`src/rtl/airplane_control.sv`:
```
// Per-frame erase/move/redraw sequencer for a 4x4 plane sprite feeding the pixel datapath.
// Pass latency 36 cycles from tick; outputs are decoded from registered state, no backpressure.
module airplane_control #(
    parameter logic [8:0] X_POS        = 9'd20,
    parameter logic [7:0] Y_INIT       = 8'd56,
    parameter logic [7:0] Y_MIN        = 8'd0,
    parameter logic [7:0] Y_MAX        = 8'd116,
    parameter logic [7:0] STEP         = 8'd1,
    parameter int         FRAME_CYCLES = 833333,
    parameter logic [2:0] BG_COLOR     = 3'b000,
    parameter logic [2:0] PLANE_COLOR  = 3'b111
) (
    input  logic       clk,
    input  logic       reset_n,
    input  logic       up,
    input  logic       down,
    output logic       ld_x,
    output logic       ld_y,
    output logic       ld_color,
    output logic [8:0] x_in,
    output logic [7:0] y_in,
    output logic [2:0] color_in,
    output logic       dp_enable,
    output logic       plot,
    output logic       busy,
    output logic [7:0] plane_y
);
    localparam int CW = $clog2(FRAME_CYCLES);
    localparam logic [CW-1:0] FRAME_LAST = CW'(FRAME_CYCLES - 1);

    typedef enum logic [2:0] {
        S_WAIT,
        S_LOAD_ERASE,
        S_ERASE,
        S_UPDATE,
        S_LOAD_DRAW,
        S_DRAW
    } state_t;

    state_t        state_q, state_d;
    logic [CW-1:0] frame_q, frame_d;
    logic          pending_q, pending_d;
    logic [3:0]    pass_q, pass_d;
    logic [7:0]    plane_y_q, plane_y_d;
    logic          tick;
    logic [8:0]    y_dec, y_inc;

    assign tick  = (frame_q == FRAME_LAST);
    assign y_dec = {1'b0, plane_y_q} - {1'b0, STEP};
    assign y_inc = {1'b0, plane_y_q} + {1'b0, STEP};

    always_comb begin
        state_d   = state_q;
        frame_d   = tick ? '0 : frame_q + 1'b1;
        pending_d = pending_q;
        pass_d    = pass_q;
        plane_y_d = plane_y_q;

        // A tick that arrives while a frame is already queued is simply absorbed.
        if (tick)
            pending_d = 1'b1;

        case (state_q)
            S_WAIT: begin
                if (tick || pending_q) begin
                    state_d   = S_LOAD_ERASE;
                    pending_d = 1'b0;
                end
            end
            S_LOAD_ERASE: begin
                state_d = S_ERASE;
                pass_d  = '0;
            end
            S_ERASE: begin
                pass_d = pass_q + 1'b1;
                if (pass_q == 4'd15)
                    state_d = S_UPDATE;
            end
            S_UPDATE: begin
                state_d = S_LOAD_DRAW;
                if (up && !down) begin
                    if (y_dec[8] || (y_dec < {1'b0, Y_MIN}))
                        plane_y_d = Y_MIN;
                    else
                        plane_y_d = y_dec[7:0];
                end else if (down && !up) begin
                    if (y_inc > {1'b0, Y_MAX})
                        plane_y_d = Y_MAX;
                    else
                        plane_y_d = y_inc[7:0];
                end
            end
            S_LOAD_DRAW: begin
                state_d = S_DRAW;
                pass_d  = '0;
            end
            S_DRAW: begin
                pass_d = pass_q + 1'b1;
                if (pass_q == 4'd15)
                    state_d = S_WAIT;
            end
            default: state_d = S_WAIT;
        endcase
    end

    always_ff @(posedge clk or negedge reset_n) begin
        if (!reset_n) begin
            state_q   <= S_WAIT;
            frame_q   <= '0;
            pending_q <= 1'b0;
            pass_q    <= '0;
            plane_y_q <= Y_INIT;
        end else begin
            state_q   <= state_d;
            frame_q   <= frame_d;
            pending_q <= pending_d;
            pass_q    <= pass_d;
            plane_y_q <= plane_y_d;
        end
    end

    always_comb begin
        ld_x      = (state_q == S_LOAD_ERASE) || (state_q == S_LOAD_DRAW);
        ld_y      = ld_x;
        ld_color  = ld_x;
        dp_enable = (state_q == S_ERASE) || (state_q == S_DRAW);
        plot      = dp_enable;
        busy      = (state_q != S_WAIT);
        x_in      = X_POS;
        y_in      = plane_y_q;
        color_in  = ((state_q == S_LOAD_DRAW) || (state_q == S_DRAW)) ? PLANE_COLOR : BG_COLOR;
    end

    assign plane_y = plane_y_q;

endmodule

```
`config.mk`:
```
export PLATFORM = sky130hd
export DESIGN_NAME = airplane_control
export DESIGN_NICKNAME = d
export VERILOG_FILES = /design/src/rtl/airplane_control.sv
export SDC_FILE = /design/constraint.sdc
export NUM_CORES = 1
export LEC_CHECK = 0
export BUFFER_PORTS_ARGS = -buffer_cell sky130_fd_sc_hd__buf_2
export CORE_UTILIZATION = 50
export DETAILED_ROUTE_END_ITERATION = 8
export HOLD_SLACK_MARGIN = 0.08
export PLACE_DENSITY = 0.72
export SLEW_MARGIN = 20
export SYNTH_ARGS = -nofsm -noshare
export SYNTH_HDL_FRONTEND = slang
export SYNTH_SLANG_ARGS = --single-unit
```
`constraint.sdc`:
```
create_clock -name clk -period 2.7 [get_ports clk]
set_clock_uncertainty 0.15 [all_clocks]
set_input_delay 0.135 -clock clk [delete_from_list [all_inputs] [get_ports clk]]
set_output_delay 0.135 -clock clk [all_outputs]
set_load 0.01 [all_outputs]
```
# Yosys cells after proc, flatten, opt, wreduce, memory -nomap -nowiden
# Index checks and enable logic that the tools add are counted.
# totals
regBits	36
latchBits	0
ramBits	0
romBits	0
input_bits	4
output_inout_bits	34
elab_cells	52
memories	0
# classes
addsub	4
mul	0
div_mod_pow	0
magnitude_cmp	2
n_eq_ne	10
shifts	0
n_mux	14
n_bitwise	0
n_reduce_logical	17
# op_table
op	n
2-to-1 mux 8 bit	4
adder 20 x 1 -> 20 bit, second input constant	1
== test 20 bit, second input constant	1
2-to-1 mux 20 bit	1
case mux 3 bit (6 select lines)	1
2-to-1 mux 3 bit	4
adder 8 x 1 -> 9 bit, second input constant	1
greater-than comparator 9 x 7 -> 1 bit, second input constant	1
< comparator 9 x 1 -> 1 bit, second input constant	1
subtractor 8 x 1 -> 9 bit, second input constant	1
case mux 4 bit (2 select lines)	1
== test 3 x 2 -> 1 bit, second input constant	2
== test 3 bit, second input constant	2
!= test 2 bit, second input constant	3
logical OR 1 bit	5
adder 4 x 1 -> 4 bit, second input constant	1
== test 4 bit, second input constant	1
nonzero test 2 bit	2
OR reduction 2 bit	2
== test 3 x 1 -> 1 bit, second input constant	1
logical NOT 3 bit	1
2-to-1 mux 1 bit	3
AND reduction 3 bit	1
nonzero test 3 bit	1
3 further kinds	5

# Depth between registers and ports, before layout
# depth
depth_word	5
ltp_mapped	9
depth_no_buf	8

# Worst setup path before layout
# No wires, ideal clock.
# synth_timing
kind	register -> register
startpoint	reg plane_y_q[0] (netlist: plane_y[0])
endpoint	reg plane_y_q[2] (netlist: plane_y[2])
setup_ns	0.135
arrival_time_ns	2.167
required_time_ns	2.415
slack_ns	0.248
path_stages_with_launch	10
path_buffers	1
period_less_slack_ns	2.452
cell_sequence	dfrtp_1 -> clkbuf_1 -> inv_1 -> ha_1 -> or4b_4 -> o41ai_4 -> inv_1 -> a22oi_1 -> or3_1 -> o311ai_1
# synth_via
elab_chain_cells	5
elab_cells_between_ends	9
classes_between	add/sub: 2; order compare: 2; mux: 4; reduce/logical: 1
# synth_rtl
item	line	rtl
from (decl)	44	logic [7:0] plane_y_q, plane_y_d;
from (signal assigned)	118	plane_y_q <= plane_y_d;
adder 8 x 1 -> 9 bit / subtractor 8 x 1 -> 9 bit (equally long branches)	50, 49	
greater-than comparator 9 x 7 -> 1 bit / < comparator 9 x 1 -> 1 bit (equally long branches)	87, 82	
2-to-1 mux 8 bit / logical OR 1 bit (equally long branches)	87, 82	
2-to-1 mux 8 bit (on tied branches)	86, 82	
2-to-1 mux 8 bit *	81	if (up && !down) begin
# Mark *: on every way between the ends. The rest lies on a longest branch, timed or not. The select of a mux whose other input is x is not followed.
# A chain may end at the register's enable or synchronous reset.

# Final worst setup path
# Ends and elaborated chain as after synthesis.

==> impl_results.md <==
- Routability Congestion: about 0.87
- First-pass GRT wire length: roughly 7.6 mm
- Proportion of synthesized area in mux cells: 1.72%
- Die Y: ~72 um
- H-tree level count: 2
- Post-synth EDFFs: 0
- Synth-to-Final Area Change: 4.35%
- DRT Pass-1 Iters: 4
- # fillers: 471
- Post-Route WL: ~4.4 mm
- Ratio of cells with drive above 1 in the final layout: about a fifth
- Crit path DAT: 2.46 ns
- WP buf/inv: 2
- End of the worst register-to-register path: plane_y[2]
- Type of the worst setup path: flip-flop to flip-flop
- Max cap viols: 0
- Pleak: approximately 0.0012 uW
- CP cell instances: inv_1, ha_1, or4b_4, o41ai_4, inv_1, a22oi_1, or3_1, o311ai_1
- Final #Nets: between 200 and 300
- Vias per std cell: 5.28
- Setup bufs post-CTS: 0
- RSZ-0062 raised after global routing: no
- Largest net degree at the start of global routing: 37
- DP Area: about 0.0025 sq mm
- Clock Sinks: 36
- Pre-CTS setup slack: 0.256 ns
- Total gr overflow: 0
- DRC Markers: 0
- Crit path required time: about 2.7 ns
- Mapped Cells: 276
- Prevailing post-synth register cell: dfrtp_1
- Post-route insts no fill: around 350
- Max stage delay on crit path: 0.52 ns
- Critical path's top delay family: simple AND/OR/NAND/NOR gates
- Mean Syn Cell Area: 8.95 sq um
- All-Layer GR Usage: ~19%
- Core ar.: ~0.0048 sq mm
- Final setup margin: 0.238 ns
- IR drop worst, VDD: 0.364 mV
- Placed insts: 344
- Total CTS buffers: 5
- CTS Root Cell: clkbuf_8
- Status: complete, no violations
- Final setup TNS: 0 ns
- Post-synth ARST share: 100%
- CTS tree: built
- Die extent in x: just over 70 um
- Cell count of the worst reg-to-reg path: 8
- Slew Viols, Final: 0
- Synth unique cells: between 60 and 70
- Multi-input logic area: approximately 0.0013 sq mm
- Endpoint type of the worst setup path: flip-flop
- IO Port Bufs: 28
- Critical path startpoint: plane_y[0]
- Compound-gate portion of the synthesized area: 13.3%
- Power Dens Cells: 376 mW/mm^2
- Syn Std Cell Area: approximately 0.0025 sq mm
- Synth Register Bits: 36
- Final hold slack: 0.286 ns
- Antenna Diode Count: 0
- ANT nets after route: 0
- Tmin final: about 2.5 ns
- WL/cell: ~12 um
- Setup-failing EPs final: 0
- Rel. slew slack: 48.2%
- Post-synthesis sequential area ratio: 36.6%
- Register area: roughly 900 sq um
- Fin crit share: 91.2%
- Slowest CP cell: or4b_4
- Worst-Margin Slew: a little under 0.8 ns
- Initial Util: about half
- CP most frequent cell: inv_1
- Io pins: 38
- CP Launch Type: flip-flop
- Die area: approximately 0.0052 sq mm
- Worst-Skew Late Latency: 0.28 ns
- Stages on the worst setup path: 8
- Starting DRC count in detailed routing: approximately 120
- Post-detail-place hpwl: around 3.1 mm
- Max Buffers Root-to-Sink: 2
- Clk slew on worst S/H paths: about 0.070 ns
- Critical R2R Launch: plane_y[0]
- Vias: approximately 1900
- CP max FO: 8
- Num rows: 25
- YS warnings: 0
- Post-synthesis xor/xnor area fraction: between 8 and 9%
- Largest family of logic cells by synthesized area: simple AND/OR/NAND/NOR gates
- Finished Cell Area: 0.00258 sq mm
- R2R setup slack: 0.24 ns
- Fraction of the mapped netlist area in simple logic gates: about a quarter
- Hold Crit Class: input port to flip-flop
- CP endpoint: plane_y[2]
- Vias in the first global route: roughly 1700
- Initial antenna violation count: 0
- Fmax: 0.406 GHz
- Final Hold Vio Count: 0
- Post-synthesis adder-cell area fraction: around 3.5%
[layout make-up]
class | instances | area share, %
Multi-Input combinational cell | 200 | 49.8
Clock buffer | 7 | 3.74
Inverter | 10 | 1.46
Sequential cell | 36 | 35.1
Tap cell | 67 | 3.25
Timing Repair Buffer | 32 | 6.70
[cell usage in the layout (no fill, tap or decap), types with 2 or more instances in the layout]
cell type / count
xnor2_1: 12
o21a_1: 2
and2_1: 3
inv_1: 10
o21ai_0: 11
nor2_1: 31
nor3_1: 5
ha_1: 7
o31ai_1: 2
or3_1: 4
nand4_1: 7
dfrtp_1: 33
xor2_1: 11
buf_2: 28
a22o_1: 2
nand2b_1: 2
mux2i_1: 2
clkbuf_8: 7
and3_2: 2
dfstp_2: 3
nor2b_1: 5
conb_1: 9
and3_1: 2
a21oi_1: 8
o211ai_1: 2
nand3_1: 15
nand2_1: 23
a31oi_1: 2
mux2_2: 2
buf_4: 3
[report_power, final]
group | leakage, uW | total, uW | switching, uW | internal (uW)
combinational | 0.000650 | 30.7 | 23.4 | 7.27
sequential | 0.000473 | 540 | 0 | 540
clock | 0.0000503 | 400 | 173 | 227
total | 0.00117 | 970 | 196 | 774
[Yosys cell counts, types with 3 or more instances]
master	number	area share, %
clkbuf_8	3	1.7
buf_4	23	7.0
ha_1	7	3.5
nor2b_1	5	1.3
or3_1	4	1.0
nand2_1	23	3.5
xor2_1	11	3.9
a21oi_1	8	1.6
dfrtp_1	33	33
nand3_1	15	3.0
o21ai_0	11	2.2
inv_1	10	1.5
and2_1	3	0.76
nor3_1	5	1.0
dfstp_2	3	3.2
nand4_1	7	1.8
xnor2_1	12	4.3
nor2_1	31	4.7
clkbuf_1	8	1.2
[routing by layer]
layer / track usage (%) / vias to the layer above / part of all wire [%]
li1: - / 944 / -
met1: 24.1 / 866 / 46
met2: 30.3 / 44 / 49
met4: 7.84 / 0 / 1.5
met3: 3.75 / 6 / 4.0
met5: 0 / - / 0
[cells by family after synthesis]
kind of cell | Yosys count
multiplexers | 4
other | 2
XOR/XNOR | 23
adder cells (fa/ha/maj) | 7
AO/OA/AOI/OAI | 45
AND/OR/NAND/NOR | 112
buffers and inverters | 47
flip-flops | 36
[stage by stage]
stage               total power (uW)  utilization, %
global placement                 580            52.0
floorplan                        576               -
finish                           970            54.2
global route                    1010            54.2
detailed placement               580            52.0
CTS                              989            54.2
[worst min path at each step]
stage,startpoint,endpoint,slack [ns],cells past startpoint
5_1_grt,up,plane_y[0],0.34,4
3_3_place_gp,reset_n,frame_q[5],0.13,1
4_1_cts,up,plane_y[0],0.28,4
3_5_place_dp,reset_n,frame_q[5],0.12,1
2_1_floorplan,reset_n,frame_q[0],-0.31,0
6_report,up,plane_y[1],0.29,4
[tightest hold or removal path, delay by kind of cell]
kind	cells	cell delay, ns
AOI/OAI and AO/OA	1	0.10
adders and majority gates	1	0.13
buffers and inverters	1	0.08
and+or+nand+nor	1	0.24
[registers in the layout, summed over array words and instances, names as in the netlist]
register   cells
frame_q       20
pass_q         4
pending_q      1
plane_y        8
state_q        3
[what timing repair did]
| item | in CTS | in global routing |
|---|---|---|
| gates resized for setup | 0 | 0 |
| hold buffers | 1 | 0 |
| hold endpoints to repair | 33 | 0 |
(Power assumes the default switching activity.)
